### config.mk
export PLATFORM = sky130hd
export DESIGN_NAME = multicycle_rv_core_flat
export DESIGN_NICKNAME = d
export VERILOG_FILES = /design/src/rtl/multicycle_rv_core_if.sv /design/src/rtl/multicycle_rv_core.sv /design/src/flat_wrapper.sv
export SDC_FILE = /design/constraint.sdc
export NUM_CORES = 2
export LEC_CHECK = 0
export BUFFER_PORTS_ARGS = -buffer_cell sky130_fd_sc_hd__clkbuf_2
export CORE_ASPECT_RATIO = 0.9
export CORE_MARGIN = 3
export CORE_UTILIZATION = 45
export DETAILED_ROUTE_END_ITERATION = 12
export MAX_ROUTING_LAYER = met4
export SETUP_SLACK_MARGIN = 0.15
export SLEW_MARGIN = 30
export SYNTH_ARGS = -nofsm -noshare
export SYNTH_HDL_FRONTEND = slang
export SYNTH_SLANG_ARGS = --single-unit
### constraint.sdc
create_clock -name clk -period 6.4 [get_ports clk]
set_input_delay 0 -clock clk [delete_from_list [all_inputs] [get_ports clk]]
set_output_delay 0 -clock clk [all_outputs]
set_load 0.02 [all_outputs]
### src/rtl/multicycle_rv_core_if.sv
// Shared memory port of the multi-cycle core: one request at a time,
// completed by a single-cycle ready from the memory side.
interface multicycle_rv_core_if #(
    parameter int DATA_WIDTH = 32,
    parameter int ADDR_WIDTH = 32
);
    logic                  mem_req;
    logic                  mem_we;
    logic [ADDR_WIDTH-1:0] mem_addr;
    logic [DATA_WIDTH-1:0] mem_wdata;
    logic                  mem_ready;
    logic [DATA_WIDTH-1:0] mem_rdata;

    modport master (
        output mem_req, mem_we, mem_addr, mem_wdata,
        input  mem_ready, mem_rdata
    );

    modport slave (
        input  mem_req, mem_we, mem_addr, mem_wdata,
        output mem_ready, mem_rdata
    );
endinterface

### src/rtl/multicycle_rv_core.sv
// Multi-cycle reduced RISC-V core (ADD, SUB, ADDI, LW, SW, BEQ, BNE).
// A single memory port serves both instruction fetch and data access.
// All bus outputs are registered, so every transaction starts one cycle
// after the FSM decides to issue it; this also guarantees an idle cycle
// between consecutive transactions.
module multicycle_rv_core #(
    parameter int                    DATA_WIDTH = 32,
    parameter int                    ADDR_WIDTH = 32,
    parameter logic [ADDR_WIDTH-1:0] RESET_PC   = '0,
    parameter int                    REG_COUNT  = 32
) (
    input  logic                    clk,
    input  logic                    rst,
    multicycle_rv_core_if.master    bus,
    output logic [DATA_WIDTH-1:0]   a0,
    output logic [ADDR_WIDTH-1:0]   pc,
    output logic                    retire,
    output logic [31:0]             retired_count,
    output logic                    trap
);
    localparam int RIDX_W = $clog2(REG_COUNT);

    localparam logic [6:0] OPC_R     = 7'b0110011;
    localparam logic [6:0] OPC_I     = 7'b0010011;
    localparam logic [6:0] OPC_LOAD  = 7'b0000011;
    localparam logic [6:0] OPC_STORE = 7'b0100011;
    localparam logic [6:0] OPC_BR    = 7'b1100011;

    typedef enum logic [2:0] {
        S_FETCH, S_DECODE, S_EXECUTE, S_MEM, S_WRITEBACK, S_HALT
    } state_t;

    typedef enum logic [2:0] {
        OP_ADD, OP_SUB, OP_ADDI, OP_LW, OP_SW, OP_BEQ, OP_BNE, OP_ILL
    } op_t;

    function automatic logic [DATA_WIDTH-1:0] sext12(input logic [11:0] v);
        return {{(DATA_WIDTH-12){v[11]}}, v};
    endfunction

    function automatic logic [DATA_WIDTH-1:0] sext13(input logic [12:0] v);
        return {{(DATA_WIDTH-13){v[12]}}, v};
    endfunction

    state_t                state_q, state_d;
    op_t                   op_q, op_d, dec_op;
    logic [31:0]           instr_q, instr_d;
    logic [ADDR_WIDTH-1:0] pc_q, pc_d;
    logic [DATA_WIDTH-1:0] rs1v_q, rs1v_d, rs2v_q, rs2v_d;
    logic [DATA_WIDTH-1:0] imm_q, imm_d, dec_imm;
    logic [DATA_WIDTH-1:0] result_q, result_d;
    logic                  req_q, req_d, we_q, we_d;
    logic [ADDR_WIDTH-1:0] addr_q, addr_d;
    logic [DATA_WIDTH-1:0] wdata_q, wdata_d;
    logic                  trap_q, trap_d;
    logic [31:0]           retired_count_q;
    logic                  rf_we;
    logic [DATA_WIDTH-1:0] rf_q [REG_COUNT];

    logic [RIDX_W-1:0]     rs1_idx, rs2_idx, rd_idx;
    logic [DATA_WIDTH-1:0] sum_ri;
    logic [ADDR_WIDTH-1:0] pc_seq, pc_br;
    logic                  br_taken;

    assign rs1_idx  = instr_q[15 +: RIDX_W];
    assign rs2_idx  = instr_q[20 +: RIDX_W];
    assign rd_idx   = instr_q[7 +: RIDX_W];
    assign sum_ri   = rs1v_q + imm_q;
    assign pc_seq   = pc_q + ADDR_WIDTH'(4);
    assign pc_br    = pc_q + imm_q[ADDR_WIDTH-1:0];
    // BEQ is taken on equality, BNE on inequality.
    assign br_taken = (op_q == OP_BEQ) == (rs1v_q == rs2v_q);

    assign bus.mem_req   = req_q;
    assign bus.mem_we    = we_q;
    assign bus.mem_addr  = addr_q;
    assign bus.mem_wdata = wdata_q;
    assign a0            = rf_q[10];
    assign pc            = pc_q;
    assign retired_count = retired_count_q;
    assign trap          = trap_q;

    // Instruction decode and immediate formation from the instruction register.
    always_comb begin
        dec_op = OP_ILL;
        case (instr_q[6:0])
            OPC_R: begin
                if (instr_q[14:12] == 3'b000 && instr_q[31:25] == 7'b0000000)      dec_op = OP_ADD;
                else if (instr_q[14:12] == 3'b000 && instr_q[31:25] == 7'b0100000) dec_op = OP_SUB;
            end
            OPC_I:     if (instr_q[14:12] == 3'b000) dec_op = OP_ADDI;
            OPC_LOAD:  if (instr_q[14:12] == 3'b010) dec_op = OP_LW;
            OPC_STORE: if (instr_q[14:12] == 3'b010) dec_op = OP_SW;
            OPC_BR: begin
                if (instr_q[14:12] == 3'b000)      dec_op = OP_BEQ;
                else if (instr_q[14:12] == 3'b001) dec_op = OP_BNE;
            end
            default: ;
        endcase
        case (dec_op)
            OP_SW:          dec_imm = sext12({instr_q[31:25], instr_q[11:7]});
            OP_BEQ, OP_BNE: dec_imm = sext13({instr_q[31], instr_q[7], instr_q[30:25],
                                              instr_q[11:8], 1'b0});
            default:        dec_imm = sext12(instr_q[31:20]);
        endcase
    end

    // Next-state, datapath and bus decisions for the control FSM.
    always_comb begin
        state_d  = state_q;
        pc_d     = pc_q;
        req_d    = req_q;
        we_d     = we_q;
        addr_d   = addr_q;
        wdata_d  = wdata_q;
        trap_d   = trap_q;
        instr_d  = instr_q;
        op_d     = op_q;
        rs1v_d   = rs1v_q;
        rs2v_d   = rs2v_q;
        imm_d    = imm_q;
        result_d = result_q;
        retire   = 1'b0;
        rf_we    = 1'b0;
        case (state_q)
            S_FETCH: begin
                if (!req_q) begin
                    req_d  = 1'b1;
                    we_d   = 1'b0;
                    addr_d = pc_q;
                end else if (bus.mem_ready) begin
                    req_d   = 1'b0;
                    instr_d = bus.mem_rdata;
                    state_d = S_DECODE;
                end
            end
            S_DECODE: begin
                op_d   = dec_op;
                rs1v_d = rf_q[rs1_idx];
                rs2v_d = rf_q[rs2_idx];
                imm_d  = dec_imm;
                if (dec_op == OP_ILL) begin
                    trap_d  = 1'b1;
                    state_d = S_HALT;
                end else begin
                    state_d = S_EXECUTE;
                end
            end
            S_EXECUTE: begin
                case (op_q)
                    OP_ADD:  begin result_d = rs1v_q + rs2v_q; state_d = S_WRITEBACK; end
                    OP_SUB:  begin result_d = rs1v_q - rs2v_q; state_d = S_WRITEBACK; end
                    OP_ADDI: begin result_d = sum_ri;          state_d = S_WRITEBACK; end
                    OP_LW, OP_SW: begin
                        req_d   = 1'b1;
                        we_d    = (op_q == OP_SW);
                        addr_d  = sum_ri[ADDR_WIDTH-1:0];
                        wdata_d = rs2v_q;
                        state_d = S_MEM;
                    end
                    OP_BEQ, OP_BNE: begin
                        pc_d    = br_taken ? pc_br : pc_seq;
                        retire  = 1'b1;
                        state_d = S_FETCH;
                    end
                    default: ;
                endcase
            end
            S_MEM: begin
                if (req_q && bus.mem_ready) begin
                    req_d = 1'b0;
                    we_d  = 1'b0;
                    if (op_q == OP_LW) begin
                        result_d = bus.mem_rdata;
                        state_d  = S_WRITEBACK;
                    end else begin
                        pc_d    = pc_seq;
                        retire  = 1'b1;
                        state_d = S_FETCH;
                    end
                end
            end
            S_WRITEBACK: begin
                rf_we   = 1'b1;
                pc_d    = pc_seq;
                retire  = 1'b1;
                state_d = S_FETCH;
            end
            default: ;
        endcase
    end

    // Control state, PC, bus registers, trap flag and retirement counter.
    always_ff @(posedge clk) begin
        if (!rst) begin
            state_q         <= S_FETCH;
            pc_q            <= RESET_PC;
            req_q           <= 1'b0;
            we_q            <= 1'b0;
            addr_q          <= '0;
            wdata_q         <= '0;
            trap_q          <= 1'b0;
            retired_count_q <= '0;
        end else begin
            state_q <= state_d;
            pc_q    <= pc_d;
            req_q   <= req_d;
            we_q    <= we_d;
            addr_q  <= addr_d;
            wdata_q <= wdata_d;
            trap_q  <= trap_d;
            if (retire) retired_count_q <= retired_count_q + 32'd1;
        end
    end

    // Datapath holding registers; their contents are don't-care until written.
    always_ff @(posedge clk) begin
        instr_q  <= instr_d;
        op_q     <= op_d;
        rs1v_q   <= rs1v_d;
        rs2v_q   <= rs2v_d;
        imm_q    <= imm_d;
        result_q <= result_d;
    end

    // Architectural register file; x0 never accepts a write.
    always_ff @(posedge clk) begin
        if (!rst) begin
            for (int i = 0; i < REG_COUNT; i++) rf_q[i] <= '0;
        end else if (rf_we && rd_idx != '0) begin
            rf_q[rd_idx] <= result_q;
        end
    end
endmodule
### src/flat_wrapper.sv
// flat-port wrapper written by rule: the top's interface ports become plain ports
module multicycle_rv_core_flat 
#(
    parameter int                    DATA_WIDTH = 32,
    parameter int                    ADDR_WIDTH = 32,
    parameter logic [ADDR_WIDTH-1:0] RESET_PC   = '0,
    parameter int                    REG_COUNT  = 32
)
  (clk, rst, a0, pc, retire, retired_count, trap, bus_mem_req, bus_mem_we, bus_mem_addr, bus_mem_wdata, bus_mem_ready, bus_mem_rdata);
  multicycle_rv_core_if #(.DATA_WIDTH(DATA_WIDTH), .ADDR_WIDTH(ADDR_WIDTH)) bus_i ();
  input  logic clk;
  input  logic rst;
  output logic [DATA_WIDTH-1:0] a0;
  output logic [ADDR_WIDTH-1:0] pc;
  output logic retire;
  output logic [31:0] retired_count;
  output logic trap;
  output wire logic [$bits(bus_i.mem_req)-1:0] bus_mem_req;
  output wire logic [$bits(bus_i.mem_we)-1:0] bus_mem_we;
  output wire logic [$bits(bus_i.mem_addr)-1:0] bus_mem_addr;
  output wire logic [$bits(bus_i.mem_wdata)-1:0] bus_mem_wdata;
  input wire logic [$bits(bus_i.mem_ready)-1:0] bus_mem_ready;
  input wire logic [$bits(bus_i.mem_rdata)-1:0] bus_mem_rdata;
  assign bus_mem_req = bus_i.mem_req;
  assign bus_mem_we = bus_i.mem_we;
  assign bus_mem_addr = bus_i.mem_addr;
  assign bus_mem_wdata = bus_i.mem_wdata;
  assign bus_i.mem_ready = bus_mem_ready;
  assign bus_i.mem_rdata = bus_mem_rdata;
  multicycle_rv_core #(.DATA_WIDTH(DATA_WIDTH), .ADDR_WIDTH(ADDR_WIDTH), .RESET_PC(RESET_PC), .REG_COUNT(REG_COUNT)) u_core (.clk(clk), .rst(rst), .bus(bus_i), .a0(a0), .pc(pc), .retire(retire), .retired_count(retired_count), .trap(trap));
endmodule
==> flow_metrics.py <==
metrics = {
    "floorplan": {
        "rows": 138,
        "fp.dieW_um": 426.3,
        "die_y_um": 384.3,
        "io_pins": 199,
        "core_um2": 157600,
        "initial_core_util": 0.4538,
        "fp.dieArea_um2": 163800,
    },
    "finish": {
        "fin_nets": 5482,
        "syn_to_final_growth_pct": 12.66,
        "finalNonFillerCells": 7538,
        "layout-drive-gt1-share": 0.2506,
        "nFillCells": 13260,
    },
    "sta": {
        "hold_viol": 0,
        "setup_tns_ns": 0,
        "rsz0062_at_grt": "no",
        "worst_slew_pin_slew_ns": 1.005,
        "clock.fmax_mhz": 230.9,
        "slew_headroom": 0.3291,
        "setup_viol": 0,
        "drv_slew": 0,
        "period_share": 0.6767,
        "worst_clock_skew_ns": 0.03300,
        "fin_crit_ns": 4.331,
    },
    "grt": {
        "grt_pass1_wl_um": 354500,
        "grt_pass1_vias": 46818,
        "track_usage": 0.3157,
        "antenna_found_initial": 17,
        "grt_max_degree": 126,
        "grt_overflow_total": 0,
    },
    "setup_path": {
        "critPathMaxStageDelay_ns": 0.72,
        "worstPathArrival_ns": 5.02,
        "end_kind": "flip-flop",
        "cpMostUsedCell": "nand4_1",
        "crit_fanout": 18,
        "cp.required_ns": 7.09,
        "crit_buf_inv": 0,
        "critPathSlowestCell": "nor4_1",
        "cp_top_family": "simple AND/OR/NAND/NOR gates",
        "worst-setup-path-type": "reg -> reg",
        "crit_path_cell_trace": "ha_1, nand4_1, nor4_1, nand4_1, xor2_1, a211o_1, nor2_2, a31oi_1, o21ai_0, a21oi_1, o311a_1",
        "start_kind": "flip-flop",
    },
    "job": {
        "drv_cap": 0,
    },
    "logic_synthesis": {
        "synth-edff-count": 1168,
        "yosys_most_used_dff": "edfxtp_1",
        "synth_seq_cells": 1302,
        "syn_avg_cell_area_um2": 13.79,
        "synth_area_leaders": "edfxtp_1, mux4_2, and2_1",
        "yosysTopAreaCell": "edfxtp_1",
        "yosysMostFrequentCell": "edfxtp_1",
        "synthesis.area_um2": 71550,
        "synthTopCellsByCount": "edfxtp_1, and2_1, mux4_2",
        "yosys_warnings": 0,
        "synth-async-reset-ratio": 0,
        "synth_cell_types": 90,
        "synth_top_area_share": 0.4902,
        "synth_seq_area_share": 0.5277,
        "synth_cells": 5188,
    },
    "placed_design": {
        "place.gp.congestion": 0.9449,
        "port_buffers": 198,
        "placedCellCount": 7221,
        "hpwl_um": 157600,
    },
    "drt": {
        "wl_per_cell_um": 33.38,
        "drt-initial-drc-count": 6941,
        "first_pass_iters": 8,
        "drc": 0,
        "routed_wl_um": 251600,
        "via_count": 48164,
        "ant_nets": 0,
        "avgViaCountPerCell": 6.389,
    },
    "power_and_ir_drop": {
        "peakVddDrop_mv": 0.2935,
        "p_sw_mw": 8.902,
        "swShare": 0.3391,
        "powerDensity_nw_per_um2": 325.7,
        "p_comb_frac": 0.295,
        "pwr-share-clk": 0.304,
        "cellLeakagePower_nw": 29.08,
        "seqPwrFrac": 0.401,
        "internal_power_mw": 17.35,
    },
    "cts": {
        "path_clk_slew_ns": 0.06,
        "clockBufferDepth": 3,
        "root_buffer": "clkbuf_16",
        "htree_levels": 4,
        "cts_tree": "done",
        "clock_latency_ns": 0.81,
        "cts-resized-gates": 0,
        "cts_inserted_buffers": 142,
        "cts_setup_buffers": 0,
        "clock_sinks": 1302,
    },
    "run_status": {
        "outcome": "finished clean",
    },
    "worst_hold_path": {
        "hp-class": "in -> reg",
    },
}
power groups by stage:
stage	registers (mW)	logic [mW]	clock network, mW
after floorplan	10.6	5.01	0
after CTS	10.5	7.57	8.07
after global placement	10.7	7.53	0
final	10.5	7.74	7.98
after global routing	10.6	8.21	8.37
after detailed placement	10.7	7.51	0
layout make-up:
cell class              count  area, um^2  area share
flip-flops and latches   1302       37760      0.4684
clock buffers             190        3827     0.04749
inverters                  97       374.1    0.004641
repair buffers            404        3053     0.03788
multi-input cells        3369       32400      0.4020
diodes                      6       15.01   0.0001863
clock inverters            70       543.0    0.006737
well taps                2100        2628     0.03260
per-layer routing:
layer,global-route usage,vias up,share of wire
li1,-,20058,-
met1,0.4306,24765,0.40
met2,0.4698,2837,0.45
met3,0.05058,504,0.096
met4,0.1393,0,0.051
met5,-,-,0
worst paths after layout:
| check | startpoint | end | slack [ns] | cells past startpoint |
|---|---|---|---|---|
| setup / recovery | u_core.rs1v_q[15]$_DFFE_PN_ | u_core.pc[30]$_SDFFE_PN0P_ | 2.07 | 11 |
| hold / removal | bus_mem_rdata[11] | u_core.instr_q[11]$_DFFE_PP_ | 0.04 | 2 |
| setup reg to reg | u_core.rs1v_q[15]$_DFFE_PN_ | u_core.pc[30]$_SDFFE_PN0P_ | 2.07 | 11 |
| hold reg to reg | u_core.bus.mem_wdata[6]$_SDFFE_PN0P_ | u_core.bus.mem_wdata[6]$_SDFFE_PN0P_ | 0.45 | 2 |
sequential cells by signal, summed over array words and instances (netlist names):
register,flops
u_core.imm_q,13
u_core.pc,32
u_core.retired_count,32
u_core.result_q,32
u_core.rf_q,1024
u_core.bus.mem_wdata,32
u_core.trap,1
u_core.state_q,3
u_core.op_q,3
u_core.instr_q,32
u_core.bus.mem_req,1
u_core.rs1v_q,32
u_core.bus.mem_we,1
u_core.rs2v_q,32
u_core.bus.mem_addr,32
cell families after synthesis:
kind of cell,Yosys count,share of synthesized area
xor gates and xnor gates,96,0.01175
DFF,1302,0.5277
AOI/OAI and AO/OA,707,0.06296
muxes,713,0.2129
other,1,0.00005241
adders and majority gates,131,0.02333
and+or+nand+nor,1690,0.1321
buffers and inverters,548,0.02917
through the flow:
step | total power [mW] | area [um^2] | hold WS [ns] | setup WS [ns] | util
floorplan | 15.62 | 71660 | 0.09887 | 2.259 | -
detailed placement | 18.20 | 75680 | 0.2333 | 2.275 | 0.4801
finish | 26.25 | 80600 | 0.03721 | 2.069 | 0.5113
CTS | 26.17 | 80540 | 0.001173 | 2.267 | 0.5109
global route | 27.17 | 80590 | 0.006272 | 1.810 | 0.5112
global placement | 18.20 | 75270 | 0.2368 | 2.297 | 0.4775
placed cells by master (no fill, tap or decap), types with 32 or more instances in the layout:
master         instances
edfxtp_1            1168
nor3_1                33
clkbuf_1              42
nand3_1               54
clkbuf_16            145
dlygate4sd3_1         49
a21oi_1              235
nand2_1              216
xnor2_1               54
buf_4                118
ha_1                 127
mux2_2                70
o21ai_0              113
clkbuf_2             197
nor2_1               195
conb_1                32
dfxtp_1              134
a21o_1                39
xor2_1                42
inv_1                 93
and2_1               999
mux4_2               640
repair_timing:
| item | CTS | global route |
|---|---|---|
| endpoints found under the setup margin | 0 | 0 |
| hold endpoints to repair | 95 | 0 |
| hold buffers | 49 | 0 |
Power figures use the tool's default switching activity.
